[config.mk]
export PLATFORM = sky130hd
export DESIGN_NAME = lw_sha_msg_sequencer
export DESIGN_NICKNAME = d
export VERILOG_FILES = /design/src/rtl/lw_sha_msg_sequencer.sv
export SDC_FILE = /design/constraint.sdc
export NUM_CORES = 1
export LEC_CHECK = 0
export BUFFER_PORTS_ARGS = -buffer_cell sky130_fd_sc_hd__buf_2
export CORE_ASPECT_RATIO = 0.5
export CORE_UTILIZATION = 59
export DETAILED_ROUTE_END_ITERATION = 16
export PLACE_DENSITY_LB_ADDON = 0.1
export REMOVE_ABC_BUFFERS = 1
export SYNTH_ARGS = -nofsm -noshare
export SYNTH_HDL_FRONTEND = slang
export SYNTH_SLANG_ARGS = --single-unit
[constraint.sdc]
create_clock -name clk_i -period 3.5 [get_ports clk_i]
set_input_delay 0.525 -clock clk_i [delete_from_list [all_inputs] [get_ports clk_i]]
set_output_delay 0.525 -clock clk_i [all_outputs]
set_load 0.03 [all_outputs]
[src/rtl/lw_sha_msg_sequencer.sv]
// lw_sha_msg_sequencer: feeds 32-bit message words to the lightweight SHA-256
// core and appends the padding in hardware: the 0x80 marker, the zero fill
// and the 64-bit big-endian bit length.
// Optional build macro LW_SHA_SEQ_BYTE_SWAP_EN: when defined, incoming words
// are little-endian and are byte-swapped before masking and marker insertion.
module lw_sha_msg_sequencer #(
    parameter int unsigned BLOCK_WORDS  = 16,
    parameter int unsigned LEN_W        = 64,
    parameter int unsigned DONE_TIMEOUT = 1024
) (
    input  logic        clk_i,
    input  logic        rst_i,
    input  logic        msg_start_i,
    input  logic        msg_empty_i,
    input  logic [31:0] msg_data_i,
    input  logic        msg_valid_i,
    input  logic        msg_last_i,
    input  logic [2:0]  msg_nbytes_i,
    output logic        msg_ready_o,
    output logic [31:0] core_data_o,
    output logic        core_valid_o,
    input  logic        core_ready_i,
    output logic        core_start_o,
    output logic        core_last_o,
    output logic        core_abort_o,
    input  logic        core_done_i,
    input  logic        abort_i,
    output logic        busy_o,
    output logic        done_o,
    output logic        err_o
);

    typedef enum logic [2:0] {
        S_IDLE,
        S_START,
        S_DATA,
        S_PAD,
        S_ZERO,
        S_LENHI,
        S_LENLO,
        S_WAIT_DONE
    } state_t;

    // Loading a fill word at this index means the next slot is the length-high
    // word, so the fill ends here and the length pair follows.
    localparam logic [3:0] FILL_END_IDX = 4'(BLOCK_WORDS - 3);

    state_t             state_reg, state_next;
    logic [3:0]         widx_reg, widx_next;
    logic [LEN_W-1:0]   len_reg, len_next;
    logic               empty_reg, empty_next;
    logic               lo_sent_reg, lo_sent_next;
    logic [31:0]        tmo_cnt_reg, tmo_cnt_next;
    logic               valid_reg, valid_next;
    logic [31:0]        data_reg, data_next;
    logic               err_reg, err_next;
    logic               done_reg, done_next;
    logic               abort_reg, abort_next;

    logic               msg_ready;
    logic               core_last;
    logic               accept;
    logic               load_ok;
    logic [3:0]         load_idx;
    logic [31:0]        word_in;
    logic [31:0]        last_word;
    logic               nbytes_bad;
    logic [2:0]         nb_eff;

`ifdef LW_SHA_SEQ_BYTE_SWAP_EN
    // Little-endian source: byte at [7:0] becomes byte0 at [31:24].
    generate
        for (genvar gi = 0; gi < 4; gi++) begin : g_swap
            assign word_in[8*gi +: 8] = msg_data_i[8*(3-gi) +: 8];
        end
    endgenerate
`else
    assign word_in = msg_data_i;
`endif

    // Core-side handshake helpers; a new word enters the output register at
    // index widx, or widx+1 when the word currently held is leaving this cycle.
    assign accept   = valid_reg && core_ready_i;
    assign load_ok  = !valid_reg || core_ready_i;
    assign load_idx = widx_reg + {3'b000, valid_reg};

    // Illegal byte counts are treated as a full word (and flagged as an error).
    assign nbytes_bad = (msg_nbytes_i == 3'd0) || (msg_nbytes_i > 3'd4);
    assign nb_eff     = nbytes_bad ? 3'd4 : msg_nbytes_i;

    // Final word: keep the valid leading bytes, put 0x80 right after them.
    always_comb begin
        last_word = word_in;
        case (nb_eff)
            3'd1:    last_word = {word_in[31:24], 8'h80, 16'h0000};
            3'd2:    last_word = {word_in[31:16], 8'h80, 8'h00};
            3'd3:    last_word = {word_in[31:8], 8'h80};
            default: last_word = word_in;
        endcase
    end

    // Next-state, datapath and combinational handshake outputs.
    always_comb begin
        state_next   = state_reg;
        widx_next    = widx_reg;
        len_next     = len_reg;
        empty_next   = empty_reg;
        lo_sent_next = lo_sent_reg;
        tmo_cnt_next = tmo_cnt_reg;
        valid_next   = valid_reg;
        data_next    = data_reg;
        err_next     = err_reg;
        done_next    = 1'b0;
        abort_next   = 1'b0;
        msg_ready    = 1'b0;
        core_last    = 1'b0;

        if (accept) begin
            valid_next = 1'b0;
            widx_next  = widx_reg + 4'd1;
        end

        case (state_reg)
            S_IDLE: begin
                if (msg_start_i) begin
                    state_next   = S_START;
                    len_next     = '0;
                    widx_next    = 4'd0;
                    err_next     = 1'b0;
                    empty_next   = msg_empty_i;
                    lo_sent_next = 1'b0;
                    tmo_cnt_next = 32'd0;
                end
            end
            S_START: begin
                state_next = empty_reg ? S_PAD : S_DATA;
            end
            S_DATA: begin
                msg_ready = load_ok;
                if (msg_valid_i && load_ok) begin
                    valid_next = 1'b1;
                    if (!msg_last_i) begin
                        data_next = word_in;
                        len_next  = len_reg + LEN_W'(32);
                    end else begin
                        data_next = last_word;
                        len_next  = len_reg + LEN_W'({nb_eff, 3'b000});
                        if (nbytes_bad) begin
                            err_next = 1'b1;
                        end
                        if (nb_eff == 3'd4) begin
                            state_next = S_PAD;
                        end else begin
                            state_next = (load_idx == FILL_END_IDX) ? S_LENHI : S_ZERO;
                        end
                    end
                end
            end
            S_PAD: begin
                if (load_ok) begin
                    valid_next = 1'b1;
                    data_next  = 32'h8000_0000;
                    state_next = (load_idx == FILL_END_IDX) ? S_LENHI : S_ZERO;
                end
            end
            S_ZERO: begin
                if (load_ok) begin
                    valid_next = 1'b1;
                    data_next  = 32'h0000_0000;
                    state_next = (load_idx == FILL_END_IDX) ? S_LENHI : S_ZERO;
                end
            end
            S_LENHI: begin
                if (load_ok) begin
                    valid_next   = 1'b1;
                    data_next    = len_reg[LEN_W-1:32];
                    lo_sent_next = 1'b0;
                    state_next   = S_LENLO;
                end
            end
            S_LENLO: begin
                // First load the low length word, then wait for the core to take it.
                if (!lo_sent_reg) begin
                    if (load_ok) begin
                        valid_next   = 1'b1;
                        data_next    = len_reg[31:0];
                        lo_sent_next = 1'b1;
                    end
                end else if (accept) begin
                    core_last    = 1'b1;
                    state_next   = S_WAIT_DONE;
                    tmo_cnt_next = 32'd0;
                end
            end
            S_WAIT_DONE: begin
                if (core_done_i) begin
                    done_next  = 1'b1;
                    state_next = S_IDLE;
                end else if ((DONE_TIMEOUT != 0) && (tmo_cnt_reg == DONE_TIMEOUT - 32'd1)) begin
                    err_next   = 1'b1;
                    state_next = S_IDLE;
                end else begin
                    tmo_cnt_next = tmo_cnt_reg + 32'd1;
                end
            end
            default: begin
                state_next = S_IDLE;
            end
        endcase

        // Software abort overrides everything else while a message is active.
        if (abort_i && (state_reg != S_IDLE)) begin
            state_next   = S_IDLE;
            valid_next   = 1'b0;
            data_next    = data_reg;
            widx_next    = 4'd0;
            len_next     = '0;
            lo_sent_next = 1'b0;
            tmo_cnt_next = 32'd0;
            err_next     = err_reg;
            done_next    = 1'b0;
            abort_next   = 1'b1;
            msg_ready    = 1'b0;
            core_last    = 1'b0;
        end
    end

    // State and datapath registers with synchronous reset.
    always_ff @(posedge clk_i) begin
        if (rst_i) begin
            state_reg   <= S_IDLE;
            widx_reg    <= 4'd0;
            len_reg     <= '0;
            empty_reg   <= 1'b0;
            lo_sent_reg <= 1'b0;
            tmo_cnt_reg <= 32'd0;
            valid_reg   <= 1'b0;
            data_reg    <= 32'd0;
            err_reg     <= 1'b0;
            done_reg    <= 1'b0;
            abort_reg   <= 1'b0;
        end else begin
            state_reg   <= state_next;
            widx_reg    <= widx_next;
            len_reg     <= len_next;
            empty_reg   <= empty_next;
            lo_sent_reg <= lo_sent_next;
            tmo_cnt_reg <= tmo_cnt_next;
            valid_reg   <= valid_next;
            data_reg    <= data_next;
            err_reg     <= err_next;
            done_reg    <= done_next;
            abort_reg   <= abort_next;
        end
    end

    assign msg_ready_o  = msg_ready;
    assign core_data_o  = data_reg;
    assign core_valid_o = valid_reg;
    assign core_start_o = (state_reg == S_START) && !abort_i;
    assign core_last_o  = core_last;
    assign core_abort_o = abort_reg;
    assign busy_o       = (state_reg != S_IDLE);
    assign done_o       = done_reg;
    assign err_o        = err_reg;

endmodule

* Word level (Yosys, flattened, before mapping)
Index checks and enable logic that the tools add are counted.
** Cells by class
- Bitwise logic cells :: 2
- Add/sub/neg operators :: 5
- Mux-type cells :: 60
- Order comparisons :: 1
- Equality and inequality tests :: 29
- Reductions and logical operators :: 27
** Operators by type and width (count)
- $mux W32 :: 11
- $mux W64 :: 3
- $pmux W32 S5 :: 1
- $pmux W64 S2 :: 1
- $pmux W32 S3 :: 1
- $pmux W24 S3 :: 1
- $add A64 B6 Y64 :: 1
- $add A64 B6 Y64 const B :: 1
- $mux W3 :: 11
- $add A32 B1 Y32 const B :: 1
- $eq A32 B10 Y1 const B :: 1
- $ne A2 B2 Y1 const B :: 14
- $mux W24 :: 1
- $reduce_and A8 Y1 :: 3
- $mux W1 :: 23
- $pmux W3 S7 :: 1
- $eq A3 B3 Y1 const B :: 5
- $eq A3 B2 Y1 const B :: 4
- $mux W4 :: 3
- $reduce_bool A3 Y1 :: 4
- $pmux W1 S3 :: 3
- $eq A3 B1 Y1 const B :: 2
- $logic_not A3 Y1 :: 2
- $reduce_and A3 Y1 :: 2
- 16 further kinds :: 24
** Storage, ports and cells
- Register bits after elaboration :: 141
- Input bits :: 44
- Logic and storage cells :: 135

* Depth between registers and ports, before layout
- Depth after elaboration :: 8
- Mapped depth :: 12
- Gate-level depth less buffers :: 11

* Least setup slack after synthesis
OpenSTA, ideal clock, no wires.
- Path type :: input port to flip-flop
- From :: input port msg_nbytes_i[0]
- To :: register len_reg[62]
- Data arrival time :: 3.049 ns
- Setup slack :: 0.380 ns
- Stages on the path :: 11
- Path through :: or2_2 ha_1 nor2b_1 ha_1 nand3_1 a31oi_1 nand3_4 or2_1 buf_2 or4_1 a21oi_1
** Between the ends
- Longest elaborated chain between the ends :: 7
** Ends and longest elaborated chain
- from (decl) :: RTL line 18 : input logic [2:0] msg_nbytes_i,
- $gt A3 B3 Y1 or $logic_not A3 Y1 (tied branches) :: RTL line 88 : assign nbytes_bad = (msg_nbytes_i == 3'd0) || (msg_nbytes_i > 3'd4);
- $logic_or A1 B1 Y1 :: RTL line 88
- $mux W3 (*) :: RTL line 89 : assign nb_eff = nbytes_bad ? 3'd4 : msg_nbytes_i;
- $add A64 B6 Y64 (*) :: RTL line 147 : len_next = len_reg + LEN_W'({nb_eff, 3'b000});
- $mux W64 (*) :: RTL line 142 : if (!msg_last_i) begin
- $mux W64 (*) :: RTL line 140 : if (msg_valid_i && load_ok) begin
- $pmux W64 S2 (*) :: RTL line 123 : case (state_reg)
- to (signal assigned) :: RTL line 245 : len_reg <= len_next;
- to (decl) :: RTL line 50 : logic [LEN_W-1:0] len_reg, len_next;
Mark *: on every way between the ends. The rest lies on a longest branch, timed or not. The select of a mux whose other input is x is not followed.
A chain may end at the register's enable or synchronous reset.

* Worst setup path in the final report
- From :: input port msg_nbytes_i[0]
- To :: register len_reg[50]
Same word-level chain as after synthesis.

==> metrics.md <==
| Metric | Value |
|---|---|
| Max incr delay on CP | 440 ps |
| Cts bufs inserted | 17 |
| Leakage | 2.98 nW |
| Clk_skew | 10.1 ps |
| Port bufs | 83 |
| First-pass GRT wire length | 31200 µm |
| # setup viols final | 0 |
| DR pass1 iterations | 6 |
| Layout Nets | 1009 |
| Max-cap violations | 0 |
| Multi-input gate area | 4190 µm² |
| Setup ws final | 413 ps |
| Via count | 7089 |
| Number of flops mapped to enable cells by yosys | 0 |
| Pre-CTS WS | 49.7 ps |
| Hold WS | 343 ps |
| Post-synth ARST share | 0% |
| Core ar. | 11900 µm² |
| Initial Utilization | 60.7% |
| CTS H-Tree Depth | 4 |
| Worst-case reg-to-reg path depth | 6 |
| Crit path max-delay family | simple AND/OR/NAND/NOR gates |
| Worst-path clk slew | 60 ps |
| Final Hold Viols | 0 |
| Crit-path cells | buf_2 > or2_2 > ha_1 > nor2b_1 > ha_1 > nand3_1 > a31oi_1 > nand4bb_1 > nor4b_2 > or3b_1 > a21oi_1 |
| Area contributors post-synth | dfxtp_1 (38%), nor2_1 (6.3%), xnor2_1 (5.2%), a21oi_1 (3.6%), a211oi_1 (3.4%) |
| Power share of the clock group | 40.6% |
| Deepest clock path buffer count | 2 |
| P_sw | 1.65 mW |
| RSZ-0062 raised after global routing | false |
| Fmax | 324 MHz |
| Flop pwr share | 35.6% |
| Register Area | 2760 µm² |
| Die width | 158 µm |
| Num rows | 28 |
| Setup bufs post-CTS | 0 |
| # hold bufs at CTS | 0 |
| Stages on the worst setup path | 11 |
| Top FF cell, synth | dfxtp_1 |
| Startpoint Class | input pin |
| Synth cell types | 66 |
| Crit share post-route | 88.2% |
| Tot GR Track Use | 31.6% |
| CP bufs+invs | 1 |
| Netlist Area Pre-Place | 7210 µm² |
| Skew-Pair Late Insertion Delay | 420 ps |
| Die Height | 80.2 µm |
| Routability Congestion | 0.980 |
| Flops & latches, synth | 138 |
| Min Tclk post-route | 3090 ps |
| Initial antenna violation count | 0 |
| Ports | 84 |
| Design Power | 4.90 mW |
| Status | complete, no violations |
| Grt met1 use | 43.5% |
| Area Growth Syn to Fin | 17.0% |
| YS warnings | 0 |
| Placed cells | 1100 |
| Diodes inserted | 0 |
| # resized after CTS | 0 |
| CP required | 3830 ps |
| Final WL | 19700 µm |
| Hold path depth | 3 |
| R2R Setup Slk | 590 ps |
| Pwr dens | 581 nW/µm² |
| Max transition margin | 17.8% |
| CP Capture Type | flop |
| Fillers | 969 |
| Worst-Margin Slew | 1220 ps |
| Max FFs per register | 61 |
| Synth Instances | 883 |
| Via density | 6.26 |
| Synthesized area per cell | 8.17 µm² |
| Grt total ovfl | 0 |
| Share of the synthesized area in the top cell type | 38.3% |
| Logic pwr share | 23.8% |
| Sinks on the clock net | 138 |
| GR Layer Usage met3 | 6.31% |
| CTS tree | yes |
| Internal power | 3.25 mW |
| Vias in the first global route | 6135 |
| Register area share after synthesis | 38.3% |
| Initial drt markers | 770 |
| Total die area | 12700 µm² |
| Detail Route Antenna Nets | 0 |
| Slowest-stage cell, CP | a31oi_1 |
| Arr. time, crit path | 3420 ps |
| Post-DP HPWL | 13600 µm |
| Pins Over Slew Limit | 0 |
| Residual DRC | 0 |
| Synth area leader | dfxtp_1 |
| CTS Root Cell | clkbuf_16 |
| Worst VDD drop | 0.327 mV |
| Sw Share | 33.6% |
| Pin count of the biggest net entering global routing | 43 |
| Busiest grt layer | met2 |
| Worst min-delay path class | in2reg |
| Crit path max fanout | 5 |
| Finished Layout Cells | 1132 |
| Routed wire per std cell | 17.4 µm |
| Most frequent CP cell | ha_1 |
| Layout cells sized above 1 | 15.5% |
| Met2 Track Usage GR | 50.0% |
| Final core occ | 71.0% |
| CP Class | in2reg |
## worst min-delay path: cells and delay by family
family | cells | cell delay, ps
buf+inv | 1 | 80
mux | 1 | 50
simple gates | 1 | 70
## kinds of logic after synthesis
kind of cell	count (synthesis)	share of synthesized area, %
mux	5	0.729
flops	138	38.3
xor+xnor	62	7.63
compound gates	198	18.4
buf+inv	67	3.73
simple gates	402	29.2
fa+ha+maj	11	2.01
## synthesized netlist by cell type (14+ instances only)
cell,count
dfxtp_1,138
nor2_1,121
nand2_1,65
a21oi_1,52
xnor2_1,43
o21ai_0,38
nand3_1,37
clkbuf_1,35
nand4_1,35
a211oi_1,33
or3_1,25
nor3_1,24
a222oi_1,18
xor2_1,18
inv_1,15
nor4_1,15
a22oi_1,14
and4_1,14
or4_1,14
## routing by layer
metal	vias up	wire, µm
met3	24	1490
li1	3415	-
met1	3349	9160
met5	-	0
met2	301	8830
met4	0	208
## power groups by stage
stage | clock network (mW) | registers (mW) | logic [mW]
floorplan | 0 | 1.97 | 0.562
global placement | 0 | 1.77 | 1.12
detailed placement | 0 | 1.78 | 1.14
CTS | 1.99 | 1.74 | 1.15
global route | 2.07 | 1.76 | 1.25
finish | 1.99 | 1.74 | 1.16
## area by class of cell
type | instances | area share (%)
clock inverters | 14 | 2.48
clock buffers | 18 | 5.21
well taps | 165 | 2.45
repair buffers | 104 | 6.79
flip-flops and latches | 138 | 32.8
multi-input cells | 678 | 49.7
inverters | 15 | 0.668
## path summary, 6_finish.rpt
| path | startpoint | end |
|---|---|---|
| max | msg_nbytes_i[0] | len_reg[50]$_SDFFE_PP0P_ |
| min reg2reg | core_data_o[2]$_SDFFE_PP0P_ | core_data_o[2]$_SDFFE_PP0P_ |
| min | msg_empty_i | empty_reg$_SDFFE_PP0P_ |
| max reg2reg | state_reg[2]$_SDFFE_PP0P_ | len_reg[50]$_SDFFE_PP0P_ |
## placed cells by master (no fill, tap or decap), types with 10 or more instances in the layout
master     Yosys  routed
a211oi_1      33      33
nand3_1       37      37
dfxtp_1      138     138
nand2_1       65      65
ha_1          10      10
o21ai_0       38      38
or3_1         25      24
buf_4          1      21
xor2_1        18      18
nand4_1       35      35
clkbuf_16      0      17
buf_2         10      83
and3_1        13      13
nor4_1        15      15
nor3_1        24      24
a222oi_1      18      18
and4_1        14      14
xnor2_1       43      43
inv_1         15      15
or4_1         14      14
a21oi_1       52      52
a22oi_1       14      14
nor2_1       121     121
## per-stage QoR
step / area (µm²) / setup TNS, ps
finish: 8430 / 0
global route: 8430 / 0
CTS: 8430 / 0
detailed placement: 7790 / 0
global placement: 7790 / 0
floorplan: 7000 / -5950
(Power assumes the default switching activity.)
